===== config.mk =====
export PLATFORM = sky130hd
export DESIGN_NAME = instr_fetch_unit
export DESIGN_NICKNAME = d
export VERILOG_FILES = /design/src/rtl/instr_fetch_unit.sv
export SDC_FILE = /design/constraint.sdc
export NUM_CORES = 1
export LEC_CHECK = 0
export ABC_CLOCK_PERIOD_IN_PS = 4400
export BUFFER_PORTS_ARGS = -buffer_cell sky130_fd_sc_hd__buf_2
export CORE_ASPECT_RATIO = 1.75
export CORE_MARGIN = 2
export CORE_UTILIZATION = 30
export DETAILED_ROUTE_END_ITERATION = 7
export GPL_TIMING_DRIVEN = 0
export REMOVE_ABC_BUFFERS = 1
export SLEW_MARGIN = 20
export SYNTH_ARGS = -nofsm -noshare
export SYNTH_HDL_FRONTEND = slang
export SYNTH_SLANG_ARGS = --single-unit

===== constraint.sdc =====
create_clock -name clk -period 4.4 [get_ports clk]
set_input_delay 0.88 -clock clk [delete_from_list [all_inputs] [get_ports clk]]
set_output_delay 0.88 -clock clk [all_outputs]
set_load 0.02 [all_outputs]

===== src/rtl/instr_fetch_unit.sv =====
// instr_fetch_unit: fetch stage in front of the instruction memory.
// Owns the PC, drives the IM address, registers the returned word into an
// IF/ID slot with a valid/ready handshake, and stops fetching once the last
// word of instruction memory has been captured.
// Optional feature macro: FETCH_CNT_EN adds the fetch_cnt accepted-instruction counter.
module instr_fetch_unit #(
  parameter int MEM_SIZE = 128,
  parameter int RESET_PC = 0
) (
  input  logic        clk,
  input  logic        rst,
  output logic [31:0] InstrAddr,
  input  logic [31:0] Instr,
  input  logic        redirect_en,
  input  logic [31:0] redirect_addr,
  output logic        out_valid,
  input  logic        out_ready,
  output logic [31:0] out_instr,
  output logic [31:0] out_pc,
  output logic        done
`ifdef FETCH_CNT_EN
  ,
  output logic [31:0] fetch_cnt
`endif
);

  localparam logic [31:0] MEM_END  = 32'(MEM_SIZE);
  localparam logic [31:0] LAST_PC  = 32'(MEM_SIZE - 4);
  localparam logic [31:0] RST_PC   = 32'(RESET_PC);

  typedef enum logic {S_RUN, S_DONE} state_t;

  state_t      state;
  logic [31:0] pc;
  logic [31:0] redir_pc;
  logic        slot_free;

  // Low address bits are dropped so every PC stays word aligned.
  assign redir_pc  = redirect_addr & 32'hFFFF_FFFC;
  assign slot_free = !out_valid || out_ready;
  assign InstrAddr = pc;

  // Fetch FSM: redirect beats stall; DONE only drains the output slot.
  always_ff @(posedge clk) begin
    if (!rst) begin
      state     <= S_RUN;
      pc        <= RST_PC;
      out_valid <= 1'b0;
      out_instr <= '0;
      out_pc    <= '0;
      done      <= 1'b0;
    end else if (redirect_en) begin
      pc        <= redir_pc;
      out_valid <= 1'b0;
      if (redir_pc < MEM_END) begin
        state <= S_RUN;
        done  <= 1'b0;
      end else begin
        state <= S_DONE;
        done  <= 1'b1;
      end
    end else begin
      case (state)
        S_RUN: begin
          if (slot_free) begin
            out_instr <= Instr;
            out_pc    <= pc;
            out_valid <= 1'b1;
            // Last word: capture it, but park the PC instead of wrapping.
            if (pc == LAST_PC) begin
              state <= S_DONE;
              done  <= 1'b1;
            end else begin
              pc <= pc + 32'd4;
            end
          end
        end
        S_DONE: begin
          if (out_ready) out_valid <= 1'b0;
        end
        default: state <= S_RUN;
      endcase
    end
  end

`ifdef FETCH_CNT_EN
  // Count accepted instructions; a redirect cycle never counts, and the count saturates.
  always_ff @(posedge clk) begin
    if (!rst)
      fetch_cnt <= '0;
    else if (!redirect_en && out_valid && out_ready && fetch_cnt != 32'hFFFF_FFFF)
      fetch_cnt <= fetch_cnt + 32'd1;
  end
`endif

endmodule


==> flow_summary.html, run 1 <==
<table>
<tr><th>Metric</th><th>Value</th></tr>
<tr><th colspan="2">Min path</th></tr>
<tr><td>Path class of the lowest-slack min-delay path</td><td>register to register</td></tr>
<tr><td>Worst hold path depth</td><td>2</td></tr>
<tr><td>Origin of the worst min-delay path</td><td>out_pc[22]</td></tr>
<tr><td>Hold path endpoint</td><td>out_pc[22]</td></tr>
<tr><th colspan="2">Clock tree</th></tr>
<tr><td>Clock net sink count</td><td>95</td></tr>
<tr><td>Cells resized by post-CTS repair</td><td>0</td></tr>
<tr><td>Clock latency at the later pin of the worst-skew pair</td><td>0.34 ns</td></tr>
<tr><td>Max Buffers Root-to-Sink</td><td>2</td></tr>
<tr><td>Number of setup buffers added after CTS</td><td>0</td></tr>
<tr><td># hold bufs at CTS</td><td>0</td></tr>
<tr><td>Clock-pin transition on the worst setup and hold timing paths</td><td>0.07 ns</td></tr>
<tr><td>CTS tree</td><td>yes</td></tr>
<tr><td>Clock root buffer</td><td>clkbuf_16</td></tr>
<tr><td>Number of buffers inserted during clock tree synthesis</td><td>9</td></tr>
<tr><td>CTS HTree Levels</td><td>3</td></tr>
<tr><th colspan="2">STA</th></tr>
<tr><td>Post-Route Setup TNS</td><td>0 ns</td></tr>
<tr><td>Pin slew with the least headroom to its limit</td><td>1.00 ns</td></tr>
<tr><td>Fin crit period</td><td>2.76 ns</td></tr>
<tr><td>Worst slew slack as a fraction of its limit</td><td>33.1%</td></tr>
<tr><td>Number of pins exceeding their max-slew limit in the final report</td><td>0</td></tr>
<tr><td>Fin. Hold Viols</td><td>0</td></tr>
<tr><td>FMAX</td><td>0.362 GHz</td></tr>
<tr><td>Worst Clk Skew</td><td>0.00583 ns</td></tr>
<tr><td>Ratio of final minimum period to clock period</td><td>62.7%</td></tr>
<tr><td>Setup repair after global routing missed its margin</td><td>false</td></tr>
<tr><td>Finish-stage setup viols</td><td>0</td></tr>
<tr><th colspan="2">Cells and area</th></tr>
<tr><td>Layout Cells excl Fill</td><td>860</td></tr>
<tr><td>Sequential cell area</td><td>1900 um^2</td></tr>
<tr><td>Area used by multi-input combinational logic</td><td>2160 um^2</td></tr>
<tr><td>Area growth, synth to finish</td><td>30.5%</td></tr>
<tr><td>Fraction of layout cells with a size suffix above 1</td><td>28.7%</td></tr>
<tr><td>Post-route cell area</td><td>5520 um^2</td></tr>
<tr><td>Filler Cell Count</td><td>1440</td></tr>
<tr><td>Fin nets</td><td>747</td></tr>
<tr><td>Total inserted antenna cells</td><td>0</td></tr>
<tr><td>Final core utilization</td><td>39.9%</td></tr>
<tr><th colspan="2">Synth</th></tr>
<tr><td>EDFF count, synth</td><td>0</td></tr>
<tr><td>Adder-cell share of the synthesized area</td><td>0.296%</td></tr>
<tr><td>Area share of and/or/nand/nor cells after synthesis</td><td>29.8%</td></tr>
<tr><td>Unique cell type count in the Yosys netlist</td><td>48</td></tr>
<tr><td>Count of synthesis-stage warnings from yosys</td><td>0</td></tr>
<tr><td>Total standard cell area after synthesis</td><td>4230 um^2</td></tr>
<tr><td>Share of cell area taken by muxes after synthesis</td><td>0.236%</td></tr>
<tr><td>Dominant register cell in the synthesized netlist</td><td>dfxtp_1</td></tr>
<tr><td>Post-synthesis cell count</td><td>540</td></tr>
<tr><td>Share of synthesized registers carrying an async set or reset</td><td>0%</td></tr>
<tr><td>Register bit count reported by yosys</td><td>95</td></tr>
<tr><td>Ranking of synthesized cells by area</td><td>dfxtp_1 45%, nand2_1 14%, a21oi_1 7.9%</td></tr>
<tr><td>Post-synth top area share</td><td>44.9%</td></tr>
<tr><td>Fraction of the yosys area taken by sequential cells</td><td>44.9%</td></tr>
<tr><td>Synthesized-area fraction occupied by ao, oa, aoi and oai cells</td><td>18.5%</td></tr>
<tr><td>Library cell with the largest summed area after synthesis</td><td>dfxtp_1</td></tr>
<tr><td>Main combinational cell family by area after synthesis</td><td>simple AND/OR/NAND/NOR gates</td></tr>
<tr><td>Post-Synth XOR/XNOR Area</td><td>1.45%</td></tr>
<tr><td>Avg Synthesized Cell Area</td><td>7.84 um^2</td></tr>
<tr><th colspan="2">Flow run</th></tr>
<tr><td>Maximum Capacitance Violations</td><td>0</td></tr>
<tr><th colspan="2">Setup path</th></tr>
<tr><td>FF-to-FF setup slack</td><td>1.64 ns</td></tr>
<tr><td>Buffers plus inverters on the worst setup path</td><td>0</td></tr>
<tr><td>Cell family with most CP delay</td><td>compound AO/OA/AOI/OAI gates</td></tr>
<tr><td>Critical path startpoint category</td><td>register</td></tr>
<tr><td>Crit-path max FO</td><td>23</td></tr>
<tr><td>Type of the setup path with the least slack</td><td>register to register</td></tr>
<tr><td>Worst stage delay on the critical path</td><td>0.86 ns</td></tr>
<tr><td>Required time at the worst-slack endpoint</td><td>4.67 ns</td></tr>
<tr><td>Data arrival, critical path</td><td>3.03 ns</td></tr>
<tr><td>Type of destination of the critical path</td><td>register</td></tr>
<tr><td>Highest-delay cell along the critical path</td><td>o21ai_2</td></tr>
<tr><td>Worst Reg-to-Reg Cells</td><td>6</td></tr>
<tr><td>Startpoint of the most critical register-to-register path</td><td>InstrAddr[3]</td></tr>
<tr><td>Ordered cell list for the critical path</td><td>ha_1, and4_1, nand4_2, o21ai_2, o311ai_0, a31oi_1</td></tr>
<tr><td>Capture instance of the worst register-to-register path</td><td>InstrAddr[18]</td></tr>
<tr><th colspan="2">Pwr</th></tr>
<tr><td>LEAKAGE</td><td>2.32 nW</td></tr>
<tr><td>Power density over the cells</td><td>381 nW/um^2</td></tr>
<tr><td>Total Power Consumption</td><td>2.10 mW</td></tr>
<tr><td>IR drop worst, VDD</td><td>233 uV</td></tr>
<tr><th colspan="2">Floorplan</th></tr>
<tr><td>Cell row count</td><td>57</td></tr>
<tr><td>I/O pin cnt</td><td>166</td></tr>
<tr><td>Die extent in y</td><td>161 um</td></tr>
<tr><td>Die footprint</td><td>15100 um^2</td></tr>
<tr><td>Starting Density</td><td>30.6%</td></tr>
<tr><td>Width of the die</td><td>93.8 um</td></tr>
<tr><td>Core box area</td><td>13800 um^2</td></tr>
<tr><th colspan="2">Placement</th></tr>
<tr><td>Cell area after placement</td><td>5200 um^2</td></tr>
<tr><td>Post-Place Cells</td><td>844</td></tr>
<tr><td>Post-detailed-placement half-perimeter wirelength</td><td>9900 um</td></tr>
<tr><td>Final Wtd Congestion</td><td>0.860</td></tr>
<tr><td>Port Buffer Count</td><td>159</td></tr>
<tr><th colspan="2">Global route</th></tr>
<tr><td>Number of global-route vias before repair</td><td>4176</td></tr>
<tr><td>Wire length of the first global-routing pass</td><td>21100 um</td></tr>
<tr><td>Maximum number of pins on one net before global-route repair</td><td>63</td></tr>
<tr><td>Total routing usage reported by global routing</td><td>17.6%</td></tr>
<tr><td>Total congestion overflow after global routing</td><td>0</td></tr>
<tr><td>Initial antenna violation count</td><td>0</td></tr>
<tr><th colspan="2">Routing</th></tr>
<tr><td>Final routed wire length divided by cell count</td><td>15.9 um</td></tr>
<tr><td>Total vias in the final route</td><td>4421</td></tr>
<tr><td>Vias per Instance</td><td>5.14</td></tr>
<tr><td>First-pass iteration count of the detailed router</td><td>5</td></tr>
<tr><td>Initial detailed-routing violation count</td><td>225</td></tr>
<tr><td>DRC errors left</td><td>0</td></tr>
<tr><td>Total Wirelength</td><td>13700 um</td></tr>
<tr><td>Antenna viol nets, final</td><td>0</td></tr>
<tr><th colspan="2">Status</th></tr>
<tr><td>Status</td><td>finished, final reports clean</td></tr>
</table>
-- per-layer routing --
layer / up-vias / GRT usage [%] / part of all wire, %
met2: 166 / 32.6 / 54
met5: - / 0 / 0
li1: 2180 / - / -
met4: 0 / 6.72 / 2.1
met1: 2057 / 19.6 / 37
met3: 18 / 3.08 / 6.4
-- report_power, final --
group | leakage (nW) | switching (mW) | total [mW] | internal (mW)
Sequential | 0.779 | 0.0535 | 0.958 | 0.905
Clock | 0.153 | 0.346 | 0.849 | 0.503
Combinational | 1.38 | 0.192 | 0.295 | 0.103
-- registers in the layout, summed over array words and instances (netlist names) --
name	cells
state	1
out_valid	1
out_instr	32
done	1
InstrAddr	30
out_pc	30
-- layout make-up --
cell class                      instances  share of cell area, %
Timing Repair Buffer                  163                   16.0
Clock buffer                           10                   4.14
Inverter                                8                  0.589
Clock inverter                          6                   1.70
Tap cell                              177                   4.01
Sequential cell                        95                   34.4
Multi-Input combinational cell        401                   39.1
-- how the worst max path moves through the flow --
stage / start / endpoint / slack, ns / depth (start not counted)
after global routing: InstrAddr[3] / InstrAddr[15] / 1.42 / 6
after global placement: redirect_en / InstrAddr[18] / -2.50 / 5
after CTS: redirect_en / done / 1.28 / 6
final: InstrAddr[3] / InstrAddr[18] / 1.64 / 6
after detailed placement: redirect_en / done / 0.91 / 6
after floorplan: out_ready / InstrAddr[15] / 0.004 / 5
-- cell usage in the layout, fill, tap and decap left out, types with 3 or more instances in the layout --
| master | synthesis | layout |
|---|---|---|
| a31oi_1 | 20 | 20 |
| a211oi_1 | 6 | 6 |
| nand4_2 | 3 | 3 |
| clkbuf_16 | 0 | 9 |
| o311ai_0 | 4 | 4 |
| inv_1 | 7 | 6 |
| buf_2 | 4 | 159 |
| o211ai_1 | 11 | 11 |
| nand3_1 | 16 | 16 |
| conb_1 | 1 | 4 |
| o311ai_1 | 3 | 3 |
| nor3_1 | 3 | 3 |
| nor2_1 | 16 | 16 |
| o21ai_0 | 9 | 9 |
| nor4_1 | 12 | 12 |
| nand4_1 | 9 | 9 |
| xor2_1 | 5 | 5 |
| nand2_1 | 160 | 159 |
| or4_1 | 11 | 11 |
| and3_1 | 4 | 4 |
| or3_1 | 8 | 8 |
| a21oi_1 | 67 | 67 |
| dfxtp_1 | 95 | 95 |
-- synth_stat cells (all sizes together), types with 2 or more instances --
library cell	n
a211oi	6
a21oi	67
a31oi	20
and3	5
and4	2
buf	9
clkbuf	30
dfxtp	95
inv	7
nand2	162
nand3	16
nand4	14
nor2	17
nor3	5
nor4	14
o211ai	11
o21a	2
o21ai	12
o311ai	7
or3	8
or4	11
xnor2	2
xor2	5
-- kinds of logic after synthesis --
group,after synthesis
compound gates,131
simple gates,257
fa+ha+maj,1
buf+inv,47
other cells,1
mux,1
flops,95
xor+xnor,7
-- worst min-delay path, stage by stage, from the launching register on --
cell,delay (ns)
dfxtp_1,0.31
nand2_1,0.05
a21oi_1,0.05
-- metrics by stage --
stage	worst slack (ns)	hold WS [ns]
after global routing	1.42	0.467
after floorplan	0.00448	0.497
final	1.64	0.451
after global placement	-2.50	0.440
after detailed placement	0.907	0.444
after CTS	1.28	0.453
Power figures use the tool's default switching activity.
==> run 2: changes to the inputs <==
Settings changed: ABC_CLOCK_PERIOD_IN_PS 4400 to 2600.
Clock period 4.4 ns to 2.6 ns, I/O delays scaled along.
==> flow_summary.html, run 2 (synthesis gave the netlist of run 1 again) <==
<table>
<tr><th>Metric</th><th>Value</th></tr>
<tr><th colspan="2">Cells and area</th></tr>
<tr><td>Area growth, synth to finish</td><td>31.1% (was 30.5%)</td></tr>
<tr><td>Largest Register</td><td>out_instr (unchanged)</td></tr>
<tr><td>Fin nets</td><td>748 (was 747)</td></tr>
<tr><td>Flip-flop count of the largest register after layout</td><td>32 (unchanged)</td></tr>
<tr><td>Fraction of layout cells with a size suffix above 1</td><td>28.8% (was 28.7%)</td></tr>
<tr><td>Layout Cells excl Fill</td><td>861 (was 860)</td></tr>
<tr><td>Post-route cell area</td><td>5550 um^2 (was 5520 um^2)</td></tr>
<tr><td>Highest-count cells in the layout ignoring fill and taps</td><td>159 x nand2_1, 159 x buf_2, 95 x dfxtp_1, 67 x a21oi_1, 20 x a31oi_1 (unchanged)</td></tr>
<tr><td>Final core utilization</td><td>40.1% (was 39.9%)</td></tr>
<tr><td>Total inserted antenna cells</td><td>0 (unchanged)</td></tr>
<tr><th colspan="2">STA</th></tr>
<tr><td>Finish-stage setup viols</td><td>0 (unchanged)</td></tr>
<tr><td>Worst Clk Skew</td><td>0.00616 ns (was 0.00583 ns)</td></tr>
<tr><td>FMAX</td><td>0.400 GHz (was 0.362 GHz)</td></tr>
<tr><td>Worst slew slack as a fraction of its limit</td><td>50.4% (was 33.1%)</td></tr>
<tr><td>Worst hold slack</td><td>0.406 ns (was 0.451 ns)</td></tr>
<tr><td>Fin crit period</td><td>2.50 ns (was 2.76 ns)</td></tr>
<tr><td>Pin slew with the least headroom to its limit</td><td>0.741 ns (was 1.00 ns)</td></tr>
<tr><td>Number of pins exceeding their max-slew limit in the final report</td><td>0 (unchanged)</td></tr>
<tr><td>Setup slack of the critical path after layout</td><td>0.102 ns (was 1.64 ns)</td></tr>
<tr><td>Post-Route Setup TNS</td><td>0 ns (unchanged)</td></tr>
<tr><td>Setup repair after global routing missed its margin</td><td>true (was false)</td></tr>
<tr><td>Ratio of final minimum period to clock period</td><td>96.1% (was 62.7%)</td></tr>
<tr><td>Fin. Hold Viols</td><td>0 (unchanged)</td></tr>
<tr><th colspan="2">Floorplan</th></tr>
<tr><td>Starting Density</td><td>30.6% (unchanged)</td></tr>
<tr><td>Die footprint</td><td>15100 um^2 (unchanged)</td></tr>
<tr><td>Die extent in y</td><td>161 um (unchanged)</td></tr>
<tr><td>Cell row count</td><td>57 (unchanged)</td></tr>
<tr><td>Core box area</td><td>13800 um^2 (unchanged)</td></tr>
<tr><td>Width of the die</td><td>93.8 um (unchanged)</td></tr>
<tr><td>I/O pin cnt</td><td>166 (unchanged)</td></tr>
<tr><th colspan="2">Setup path</th></tr>
<tr><td>Crit-path max FO</td><td>11 (was 23)</td></tr>
<tr><td>Data arrival, critical path</td><td>2.77 ns (was 3.03 ns)</td></tr>
<tr><td>Capture point of the worst path</td><td>InstrAddr[11] (was InstrAddr[18])</td></tr>
<tr><td>Required time at the worst-slack endpoint</td><td>2.87 ns (was 4.67 ns)</td></tr>
<tr><td>Highest-delay cell along the critical path</td><td>o21ai_2 (unchanged)</td></tr>
<tr><td>Capture instance of the worst register-to-register path</td><td>InstrAddr[11] (was InstrAddr[18])</td></tr>
<tr><td>FF-to-FF setup slack</td><td>0.10 ns (was 1.64 ns)</td></tr>
<tr><td>Startpoint of the most critical register-to-register path</td><td>InstrAddr[3] (unchanged)</td></tr>
<tr><td>Cell depth of the worst setup path</td><td>6 (unchanged)</td></tr>
<tr><td>Critical path startpoint category</td><td>register (unchanged)</td></tr>
<tr><td>Worst stage delay on the critical path</td><td>0.62 ns (was 0.86 ns)</td></tr>
<tr><td>Type of destination of the critical path</td><td>register (unchanged)</td></tr>
<tr><td>Type of the setup path with the least slack</td><td>register to register (unchanged)</td></tr>
<tr><td>Ordered cell list for the critical path</td><td>ha_1, and4_1, nand4_2, o21ai_2, o211ai_1, a31oi_1 (was ha_1, and4_1, nand4_2, o21ai_2, o311ai_0, a31oi_1)</td></tr>
<tr><td>Worst Reg-to-Reg Cells</td><td>6 (unchanged)</td></tr>
<tr><td>Origin of the worst setup path</td><td>InstrAddr[3] (unchanged)</td></tr>
<tr><td>Cell family with most CP delay</td><td>compound AO/OA/AOI/OAI gates (unchanged)</td></tr>
<tr><td>Buffers plus inverters on the worst setup path</td><td>0 (unchanged)</td></tr>
<tr><th colspan="2">Routing</th></tr>
<tr><td>First-pass iteration count of the detailed router</td><td>5 (unchanged)</td></tr>
<tr><td>Total Wirelength</td><td>13800 um (was 13700 um)</td></tr>
<tr><td>Final routed wire length divided by cell count</td><td>16.1 um (was 15.9 um)</td></tr>
<tr><td>DRC errors left</td><td>0 (unchanged)</td></tr>
<tr><td>Total vias in the final route</td><td>4423 (was 4421)</td></tr>
<tr><td>Antenna viol nets, final</td><td>0 (unchanged)</td></tr>
<tr><td>Vias per Instance</td><td>5.14 (about the same)</td></tr>
<tr><td>Initial detailed-routing violation count</td><td>237 (was 225)</td></tr>
<tr><th colspan="2">Placement</th></tr>
<tr><td>Final Wtd Congestion</td><td>0.860 (unchanged)</td></tr>
<tr><td>Port Buffer Count</td><td>159 (unchanged)</td></tr>
<tr><td>Post-Place Cells</td><td>844 (unchanged)</td></tr>
<tr><td>Post-detailed-placement half-perimeter wirelength</td><td>9900 um (unchanged)</td></tr>
<tr><td>Cell area after placement</td><td>5200 um^2 (unchanged)</td></tr>
<tr><td>DP Worst Slack</td><td>-0.533 ns (was 0.907 ns)</td></tr>
<tr><th colspan="2">Pwr</th></tr>
<tr><td>Clk network pwr share</td><td>40.3% (was 40.4%)</td></tr>
<tr><td>IR drop worst, VDD</td><td>395 uV (was 233 uV)</td></tr>
<tr><td>Reg power frac</td><td>45.5% (was 45.6%)</td></tr>
<tr><td>Portion of total power attributed to combinational logic</td><td>14.2% (was 14.0%)</td></tr>
<tr><td>Switching pwr</td><td>1.01 mW (was 592 uW)</td></tr>
<tr><td>Sw Share</td><td>28.2% (about the same)</td></tr>
<tr><td>Power density over the cells</td><td>642 nW/um^2 (was 381 nW/um^2)</td></tr>
<tr><td>P_int</td><td>2.56 mW (was 1.51 mW)</td></tr>
<tr><td>LEAKAGE</td><td>2.32 nW (about the same)</td></tr>
<tr><td>Total Power Consumption</td><td>3.56 mW (was 2.10 mW)</td></tr>
<tr><th colspan="2">Clock tree</th></tr>
<tr><td>Clock latency at the later pin of the worst-skew pair</td><td>0.34 ns (about the same)</td></tr>
<tr><td>Clock-pin transition on the worst setup and hold timing paths</td><td>0.07 ns (about the same)</td></tr>
<tr><td>Clock root buffer</td><td>clkbuf_16 (unchanged)</td></tr>
<tr><td>Number of buffers inserted during clock tree synthesis</td><td>9 (unchanged)</td></tr>
<tr><td>Max Buffers Root-to-Sink</td><td>2 (unchanged)</td></tr>
<tr><td>CTS HTree Levels</td><td>3 (unchanged)</td></tr>
<tr><td>Number of setup buffers added after CTS</td><td>0 (unchanged)</td></tr>
<tr><td>CTS tree</td><td>yes (unchanged)</td></tr>
<tr><td>Clock net sink count</td><td>95 (unchanged)</td></tr>
<tr><th colspan="2">Global route</th></tr>
<tr><td>Total routing usage reported by global routing</td><td>17.6% (about the same)</td></tr>
<tr><td>Total congestion overflow after global routing</td><td>0 (unchanged)</td></tr>
<tr><td>Wire length of the first global-routing pass</td><td>21100 um (about the same)</td></tr>
<tr><td>Initial antenna violation count</td><td>0 (unchanged)</td></tr>
<tr><td>Number of global-route vias before repair</td><td>4179 (was 4176)</td></tr>
<tr><td>Maximum number of pins on one net before global-route repair</td><td>63 (unchanged)</td></tr>
<tr><th colspan="2">Flow run</th></tr>
<tr><td>Maximum Capacitance Violations</td><td>0 (unchanged)</td></tr>
<tr><th colspan="2">Min path</th></tr>
<tr><td>Path class of the lowest-slack min-delay path</td><td>input pin to register (was register to register)</td></tr>
<tr><th colspan="2">Status</th></tr>
<tr><td>Status</td><td>finished, final reports clean (unchanged)</td></tr>
</table>
## run 2: area by class of cell
class,count,area (um^2)
clock inverter,6,93.8
fill,1442,8290
sequential,95,1900
multi-input combinational,402,2180
tap,177,221
inverter,8,33.8
clock buffer,10,229
timing repair buffer,163,886
## run 2: metal layers
metal / track usage (%) / part of all wire [%] / vias to the layer above
li1: - / - / 2189
met5: 0 / 0 / -
met4: 6.98 / 2.3 / 0
met2: 32.5 / 54 / 157
met1: 19.6 / 38 / 2053
met3: 3.03 / 6.0 / 24
## run 2: worst min path at each step
stage | cells after the start | slack, ns | to | from
2_1_floorplan | 1 | 0.50 | out_valid | state
3_3_place_gp | 2 | 0.44 | out_instr[11] | out_instr[11]
3_5_place_dp | 2 | 0.44 | out_pc[25] | out_pc[25]
4_1_cts | 3 | 0.39 | out_instr[27] | Instr[27]
5_1_grt | 3 | 0.41 | out_instr[26] | Instr[26]
6_report | 3 | 0.41 | out_instr[29] | Instr[29]
## run 2: power by group through the flow
stage               Clock [mW]  Sequential, mW  Combinational, mW
global placement             0            1.65              0.473
detailed placement           0            1.65              0.502
CTS                       1.48            1.62              0.505
finish                    1.44            1.62              0.505
global route              1.54            1.63              0.552
floorplan                    0            1.72              0.186
## run 2: worst reg2reg max path, delay by kind of cell, from the launching register on
kind                     cells  cell delay, ns
AO/OA/AOI/OAI                3            1.00
adder cells (fa/ha/maj)      1            0.32
flip-flops                   1            0.44
AND/OR/NAND/NOR              2            0.68
## run 2: what timing repair did
item | CTS | global route
hold buffers | 0 | 0
endpoints found under the setup margin | 20 | 20
endpoints found under the hold margin | 0 | 0
gates resized for setup | 2 | 1
pin swaps | 0 | 1
cloned | 0 | 1
